[config.mk]
export PLATFORM = sky130hd
export DESIGN_NAME = multi_div_gen_flat
export DESIGN_NICKNAME = d
export VERILOG_FILES = /design/src/rtl/multi_div_gen_if.sv /design/src/rtl/multi_div_gen.sv /design/src/flat_wrapper.sv
export SDC_FILE = /design/constraint.sdc
export NUM_CORES = 1
export LEC_CHECK = 0
export ABC_AREA = 1
export CAP_MARGIN = 0
export CELL_PAD_IN_SITES_DETAIL_PLACEMENT = 0
export CELL_PAD_IN_SITES_GLOBAL_PLACEMENT = 1
export CORE_AREA = 2 2 117 148
export CTS_CLUSTER_SIZE = 14
export DETAILED_ROUTE_END_ITERATION = 8
export DIE_AREA = 0 0 119 150
export PLACE_DENSITY = 0.95
export SLEW_MARGIN = 20
export SYNTH_ARGS = -nofsm -noshare
export SYNTH_HDL_FRONTEND = slang
export SYNTH_SLANG_ARGS = --single-unit
[constraint.sdc]
create_clock -name sys_clk -period 7.1 [get_ports sys_clk]
set_input_delay 1.065 -clock sys_clk [delete_from_list [all_inputs] [get_ports sys_clk]]
set_output_delay 1.065 -clock sys_clk [all_outputs]
set_load 0.02 [all_outputs]
[src/rtl/multi_div_gen_if.sv]
// +----------------------------------------------------------------------------+
// | multi_div_gen_if : control/output bundle for the multi-channel divider.    |
// | Optional ph_val port present when MULTI_DIV_GEN_PHASE_EN is defined.       |
// | Rev 1.0                                                                    |
// +----------------------------------------------------------------------------+
`default_nettype none

interface multi_div_gen_if #(
  parameter int NCH   = 4,
  parameter int DIV_W = 8
);
  logic [NCH-1:0]       ch_en;
  logic [NCH-1:0]       mode;
  logic [NCH*DIV_W-1:0] div_val;
  logic [NCH-1:0]       div_load;
  logic                 sync;
`ifdef MULTI_DIV_GEN_PHASE_EN
  logic [NCH*DIV_W-1:0] ph_val;
`endif
  logic [NCH-1:0]       tick;
  logic [NCH-1:0]       wave;
  logic [NCH-1:0]       pend;

  modport master (
    output ch_en, mode, div_val, div_load, sync,
`ifdef MULTI_DIV_GEN_PHASE_EN
    output ph_val,
`endif
    input  tick, wave, pend
  );

  modport slave (
    input  ch_en, mode, div_val, div_load, sync,
`ifdef MULTI_DIV_GEN_PHASE_EN
    input  ph_val,
`endif
    output tick, wave, pend
  );
endinterface

`default_nettype wire

[src/rtl/multi_div_gen.sv]
// +----------------------------------------------------------------------------+
// | multi_div_gen : NCH independent programmable dividers with glitch-free     |
// | ratio updates, pulse/square outputs and a shared sync restart.             |
// | Optional macro MULTI_DIV_GEN_PHASE_EN adds per-channel sync phase offset.  |
// | Rev 1.0                                                                    |
// +----------------------------------------------------------------------------+
`default_nettype none

module multi_div_gen #(
  parameter int NCH     = 4,
  parameter int DIV_W   = 8,
  parameter int DIV_RST = 49
) (
  input  wire logic      sys_clk,
  input  wire logic      sys_rst,
  multi_div_gen_if.slave bus
);

  localparam logic [DIV_W-1:0] C_DIV_RST = DIV_W'(DIV_RST);

  for (genvar i = 0; i < NCH; i++) begin : g_ch
    logic [DIV_W-1:0] r_act;
    logic [DIV_W-1:0] r_shd;
    logic [DIV_W-1:0] r_cnt;
    logic             r_pend;
    logic             r_tick;
    logic             r_wave;

    logic [DIV_W-1:0] w_ld_val;
    logic             w_wrap;
    logic             w_bound;
    logic [DIV_W-1:0] w_act_n;
    logic [DIV_W-1:0] w_cnt_n;
    logic [DIV_W:0]   w_half;

    assign w_ld_val = bus.div_val[i*DIV_W +: DIV_W];
    assign w_wrap   = (r_cnt == r_act);
    assign w_bound  = bus.sync | w_wrap;

    // A new ratio only ever reaches r_act at a period boundary (sync or wrap).
    always_comb begin
      w_act_n = r_act;
      if (w_bound) begin
        if (bus.div_load[i]) begin
          w_act_n = w_ld_val;
        end else if (r_pend) begin
          w_act_n = r_shd;
        end
      end
    end

`ifdef MULTI_DIV_GEN_PHASE_EN
    logic [DIV_W-1:0] w_ph;
    assign w_ph = bus.ph_val[i*DIV_W +: DIV_W];
`endif

    always_comb begin
      w_cnt_n = r_cnt + DIV_W'(1);
      if (bus.sync) begin
`ifdef MULTI_DIV_GEN_PHASE_EN
        w_cnt_n = (w_ph <= w_act_n) ? w_ph : '0;
`else
        w_cnt_n = '0;
`endif
      end else if (w_wrap) begin
        w_cnt_n = '0;
      end
    end

    // ceil(R/2) with R = act + 1 equals floor(act/2) + 1; one extra bit avoids overflow.
    assign w_half = (DIV_W+1)'(w_act_n >> 1) + (DIV_W+1)'(1);

    always_ff @(posedge sys_clk) begin
      if (sys_rst) begin
        r_act  <= C_DIV_RST;
        r_shd  <= C_DIV_RST;
        r_cnt  <= '0;
        r_pend <= 1'b0;
        r_tick <= 1'b0;
        r_wave <= 1'b0;
      end else if (!bus.ch_en[i]) begin
        r_cnt  <= '0;
        r_pend <= 1'b0;
        r_tick <= 1'b0;
        r_wave <= 1'b0;
        if (bus.div_load[i]) begin
          r_act <= w_ld_val;
        end
      end else begin
        r_act <= w_act_n;
        r_cnt <= w_cnt_n;
        if (w_bound) begin
          r_pend <= 1'b0;
        end else if (bus.div_load[i]) begin
          r_shd  <= w_ld_val;
          r_pend <= 1'b1;
        end
        r_tick <= (w_cnt_n == '0);
        r_wave <= bus.mode[i] ? ({1'b0, w_cnt_n} < w_half) : (w_cnt_n == '0);
      end
    end

    assign bus.tick[i] = r_tick;
    assign bus.wave[i] = r_wave;
    assign bus.pend[i] = r_pend;
  end

endmodule

`default_nettype wire

[src/flat_wrapper.sv]
// flat-port wrapper written by rule: the top's interface ports become plain ports
module multi_div_gen_flat 
#(
  parameter int NCH     = 4,
  parameter int DIV_W   = 8,
  parameter int DIV_RST = 49
)
  (sys_clk, sys_rst, bus_ch_en, bus_mode, bus_div_val, bus_div_load, bus_sync, bus_tick, bus_wave, bus_pend);
  multi_div_gen_if #(.NCH(NCH), .DIV_W(DIV_W)) bus_i ();
  input  wire logic sys_clk;
  input  wire logic sys_rst;
  input wire logic [$bits(bus_i.ch_en)-1:0] bus_ch_en;
  input wire logic [$bits(bus_i.mode)-1:0] bus_mode;
  input wire logic [$bits(bus_i.div_val)-1:0] bus_div_val;
  input wire logic [$bits(bus_i.div_load)-1:0] bus_div_load;
  input wire logic [$bits(bus_i.sync)-1:0] bus_sync;
  output wire logic [$bits(bus_i.tick)-1:0] bus_tick;
  output wire logic [$bits(bus_i.wave)-1:0] bus_wave;
  output wire logic [$bits(bus_i.pend)-1:0] bus_pend;
  assign bus_i.ch_en = bus_ch_en;
  assign bus_i.mode = bus_mode;
  assign bus_i.div_val = bus_div_val;
  assign bus_i.div_load = bus_div_load;
  assign bus_i.sync = bus_sync;
  assign bus_tick = bus_i.tick;
  assign bus_wave = bus_i.wave;
  assign bus_pend = bus_i.pend;
  multi_div_gen #(.NCH(NCH), .DIV_W(DIV_W), .DIV_RST(DIV_RST)) u_core (.sys_clk(sys_clk), .sys_rst(sys_rst), .bus(bus_i));
endmodule
# == Word level (Yosys, flattened, before mapping) ==
# Index checks and enable logic that the tools add are counted.
# classes
n_addsub,8
magnitude_cmp,4
n_eq_ne,12
mux,32
bitwise_logic,12
n_reduce_logical,24
# ops
cell,count
8-bit two-way mux,28
8-bit by 9-bit less-than comparator with 1-bit output,4
"7-bit by 1-bit adder with 8-bit output, second input constant",4
"8-bit by 1-bit adder with 8-bit output, second input constant",4
8-bit == test,4
8-bit logical NOT,4
3-bit AND reduction,8
"3-bit by 2-bit != test with 1-bit output, second input constant",4
3-bit OR reduction,4
"2-bit by 1-bit != test with 1-bit output, second input constant",4
1-bit inverter,8
2-bit nonzero test,4
2-bit OR reduction,4
1-bit two-way mux,4
1-bit OR,4
# totals
ff_bits,108
input_bits,47
output_inout_bits,12
word_cells,120

# == Depth between registers and ports, before layout ==
# logic_depth
ltp_word,6
depth_mapped,22
depth_no_buf,22

# == Worst setup path before layout ==
# OpenSTA, ideal clock, no wires.
# synth_timing
path_kind,input -> register
start,in bus_div_load[0]
end,reg u_core.g_ch[0].r_wave
setup_ps,114
arrival_ps,3102
required_time_ps,6986
setup_slack_ps,3884
cell_stages,17
path_cell_list,buf_1 -> nand2_1 -> o21ai_0 -> nand2_1 -> o21ai_2 -> ha_1 -> inv_1 -> nor2_2 -> nand2_1 -> xnor2_1 -> ha_1 -> nand2_1 -> o21ai_0 -> a21oi_1 -> o21a_1 -> nand2_1 -> nand2_1
# synth_between
elab_chain_cells,5
# synth_lines
item,line_no,text
start: declaration,flat_wrapper.sv:15,input wire logic [$bits(bus_i.div_load)-1:0] bus_div_load;
8-bit two-way mux,multi_div_gen.sv:44,if (bus.div_load[i]) begin
8-bit two-way mux,multi_div_gen.sv:43,if (w_bound) begin
7-bit by 1-bit adder with 8-bit output,multi_div_gen.sv:71,assign w_half = (DIV_W+1)'(w_act_n >> 1) + (DIV_W+1)'(1);
8-bit by 9-bit less-than comparator with 1-bit output,multi_div_gen.sv:99,"r_wave <= bus.mode[i] ? ({1'b0, w_cnt_n} < w_half) : (w_cnt_n == '0);"
1-bit two-way mux,multi_div_gen.sv:99,
end signal: assignment,multi_div_gen.sv:99,
end: declaration,multi_div_gen.sv:27,logic r_wave;
# Every way passes these cells. The select of a mux whose other input is x is not followed.
# A chain may end at the register's enable or synchronous reset.

# == Worst setup path after layout ==
# layout_timing
start,in bus_sync
end,reg u_core.g_ch[0].r_wave
# layout_between
elab_chain_cells,5
word_cells_on_any_way,7
classes_between,add/sub: 1; order compare: 1; mux: 3; bitwise: 1; reduce/logical: 1
# layout_lines
item,line_no,text
start: declaration,flat_wrapper.sv:16,input wire logic [$bits(bus_i.sync)-1:0] bus_sync;
1-bit OR,multi_div_gen.sv:38,assign w_bound = bus.sync | w_wrap;
8-bit two-way mux,multi_div_gen.sv:43,
7-bit by 1-bit adder with 8-bit output,multi_div_gen.sv:71,
8-bit by 9-bit less-than comparator with 1-bit output,multi_div_gen.sv:99,
1-bit two-way mux (*),multi_div_gen.sv:99,
# Mark *: on every way between the ends. The rest lies on a longest branch, timed or not. The select of a mux whose other input is x is not followed.

==> flow_summary.ini <==
[yosys]
dominantRegCellSynth = dfxtp_1
synth_top_family_by_area = simple AND/OR/NAND/NOR gates
ys_warn_count = 0
synth_most_common_cell = nand2_1
synth.area.top_cells = dfxtp_1 (29%), nand2_1 (16%), ha_1 (6.1%)
syn_area_per_cell_um2 = 6.588
synthTopCellsByCount = nand2_1 (318), inv_1 (118), dfxtp_1 (108), nor2_1 (89), o21ai_0 (71)
synthArstFlopShare = 0
synth_area_um2 = 7445
ys_seq_area_frac = 0.2904
synthMuxAreaShare = 0.002689
synth_compound_area_frac = 0.1491
synth_fa_ha_area_frac = 0.06050
synthSimpleGateAreaFrac = 0.3474
yosysTopAreaCell = dfxtp_1
synth-edff-count = 0
yosysTopAreaCellShare = 0.2904
syn_nets = 1213
synth.distinct_cells = 49
syn_inst = 1130
ys_seq_elements = 108
synth_xor_area_frac = 0.04101

[routing]
drtAntennaViolNets = 0
num_vias = 7014
drc = 0
wl_per_cell_um = 13.35
dr.pass1.iters = 6
drt-initial-drc-count = 425
drt_wl_total_um = 18450
viasPerCell = 5.075

[cts]
clk_pin_slew_ps = 80
cts.sinks = 108
cts_setup_buffers = 0
cts-resized-gates = 0
insertion_delay_ps = 370
cts_inserted_buffers = 9
tritoncts = yes
root_buffer = clkbuf_16
cts_hold_buf = 0
clockBufferDepth = 2
h-tree-depth = 3

[layout]
design_area_um2 = 8337
fin_cells = 1382
antenna_cells_inserted = 0
drive_gt1_frac = 0.07917
nFillCells = 1677
nets = 1240
syn2layout_area_growth_pct = 11.98

[floorplanning]
die_area_um2 = 17850
dieHeight_um = 150
boundaryPins = 59
coreArea_um2 = 16510
rows = 53
die_w_um = 119
start_util = 0.4509

[timing]
fin_crit_ps = 3909
setup_viol = 0
holdWs_ps = 455.2
maxSlewViolCount = 0
tightest_slew_ps = 675.5
fin_skew_ps = 13.27
finalHoldViolCount = 0
slew_headroom = 0.5490
tns_ps = 0
min_period_over_period = 0.5505
setup_ws_ps = 3191
rsz0062_at_grt = false
fmax_ghz = 0.2558

[setup_path]
crit_top_cell = nand2_1
required_ps = 7370
cp_max_fo = 31
cp-end-kind = flip-flop
path_buf_inv = 3
crit_chain = clkdlybuf4s50_1 > inv_2 > nand2_4 > o21ai_2 > ha_1 > inv_1 > nor2_2 > nand2_1 > xnor2_1 > ha_1 > nand2_1 > o21ai_0 > a21oi_1 > o21a_1 > nand2_1 > nand2_1
crit_family = buffers and inverters
critical_path.max_stage_delay_ps = 520
critical_path.startpoint_type = primary input
cp.arrival_ps = 4170
crit_type = in2reg
critPathSlowestCell = inv_2

[place]
gp_congestion = 0.8767
dpl.cell_count = 1366
dp_slack_ps = 2792
port_buffers = 58
dp_hpwl_um = 14020
dpl-instance-area_um2 = 8034

[hold_path]
hold_path.class = reg2reg

[global_routing]
grt_pass1_vias = 6549
grt_max_degree = 34
grt_pass1_wl_um = 31310
overflow = 0
track_usage = 0.2136
antenna_found_initial = 0

[run_status]
status = finished, final reports clean

[pwr]
ir_worst_vdd_v = 0.0001116
p_leak_nw = 3.851
p_per_area_nw_per_um2 = 175.9

[flow_run]
cap_violations = 0
[worst paths after layout]
check                           cells after the start                                   end                                 start  slack, ps
worst max register to register                     19      u_core.g_ch[0].r_wave$_SDFF_PP0_    u_core.g_ch[0].r_cnt[0]$_SDFF_PP0_       4080
worst max-delay path                               16      u_core.g_ch[0].r_wave$_SDFF_PP0_                              bus_sync       3190
worst min-delay path                                2  u_core.g_ch[1].r_shd[2]$_SDFFE_PP0P_  u_core.g_ch[1].r_shd[2]$_SDFFE_PP0P_        460
worst min register to register                      2  u_core.g_ch[1].r_shd[2]$_SDFFE_PP0P_  u_core.g_ch[1].r_shd[2]$_SDFFE_PP0P_        460
[worst min-delay path, cell delays in order, from the launching register on]
cell	delay [ps]
dfxtp_1	300
inv_1	60
a21oi_1	50
[area by class of cell]
type | count | area [µm²] | area share
multi-input combinational | 837 | 4472 | 0.5364
sequential | 108 | 2162 | 0.2593
timing repair buffer | 60 | 595.6 | 0.07144
inverter | 141 | 529.3 | 0.06348
tap | 220 | 275.3 | 0.03302
clock buffer | 10 | 239.0 | 0.02867
clock inverter | 6 | 63.81 | 0.007654
[power by group]
| part | switching [mW] | leakage [nW] | internal [mW] |
|---|---|---|---|
| registers | 0.0208 | 0.883 | 0.632 |
| clock network | 0.265 | 0.146 | 0.259 |
| logic | 0.180 | 2.82 | 0.110 |
[sequential cells by signal, indices dropped and copies added, names as in the netlist]
register / count
u_core.g_ch.r_wave: 4
u_core.g_ch.r_shd: 32
u_core.g_ch.r_tick: 4
u_core.g_ch.r_act: 32
u_core.g_ch.r_cnt: 32
u_core.g_ch.r_pend: 4
[kinds of logic (layout without fill, tap and decap cells)]
kind of cell,Yosys count,count (layout)
flip-flops,108,108
buffers and inverters,185,217
multiplexers,2,2
AO/OA/AOI/OAI,192,192
adder cells (fa/ha/maj),36,36
AND/OR/NAND/NOR,573,573
XOR/XNOR,34,34
[per-stage QoR]
step,util,power [mW]
after global routing,0.5049,1.544
after global placement,0.4866,0.9528
final,0.5049,1.466
after floorplan,-,0.8741
after CTS,0.5049,1.480
after detailed placement,0.4866,0.9559
[placed cells by master, fill, tap and decap left out, types with 13 or more instances in the layout]
master,count
a21oi_1,54
o22ai_1,17
nand4_1,24
inv_1,118
o21ai_0,71
nor2_2,18
nand2_1,318
ha_1,36
clkdlybuf4s50_1,58
dfxtp_1,108
nand3_1,62
xor2_1,13
xnor2_1,20
inv_2,22
nor3_1,24
nor2_1,89
[layer usage]
metal	up-vias	global-route usage	share of wire
li1	3732	-	-
met1	3117	0.2706	0.46
met2	143	0.3730	0.49
met3	22	0.02096	0.029
met4	0	0.08393	0.019
met5	-	0	0
Power figures use the tool's default switching activity.
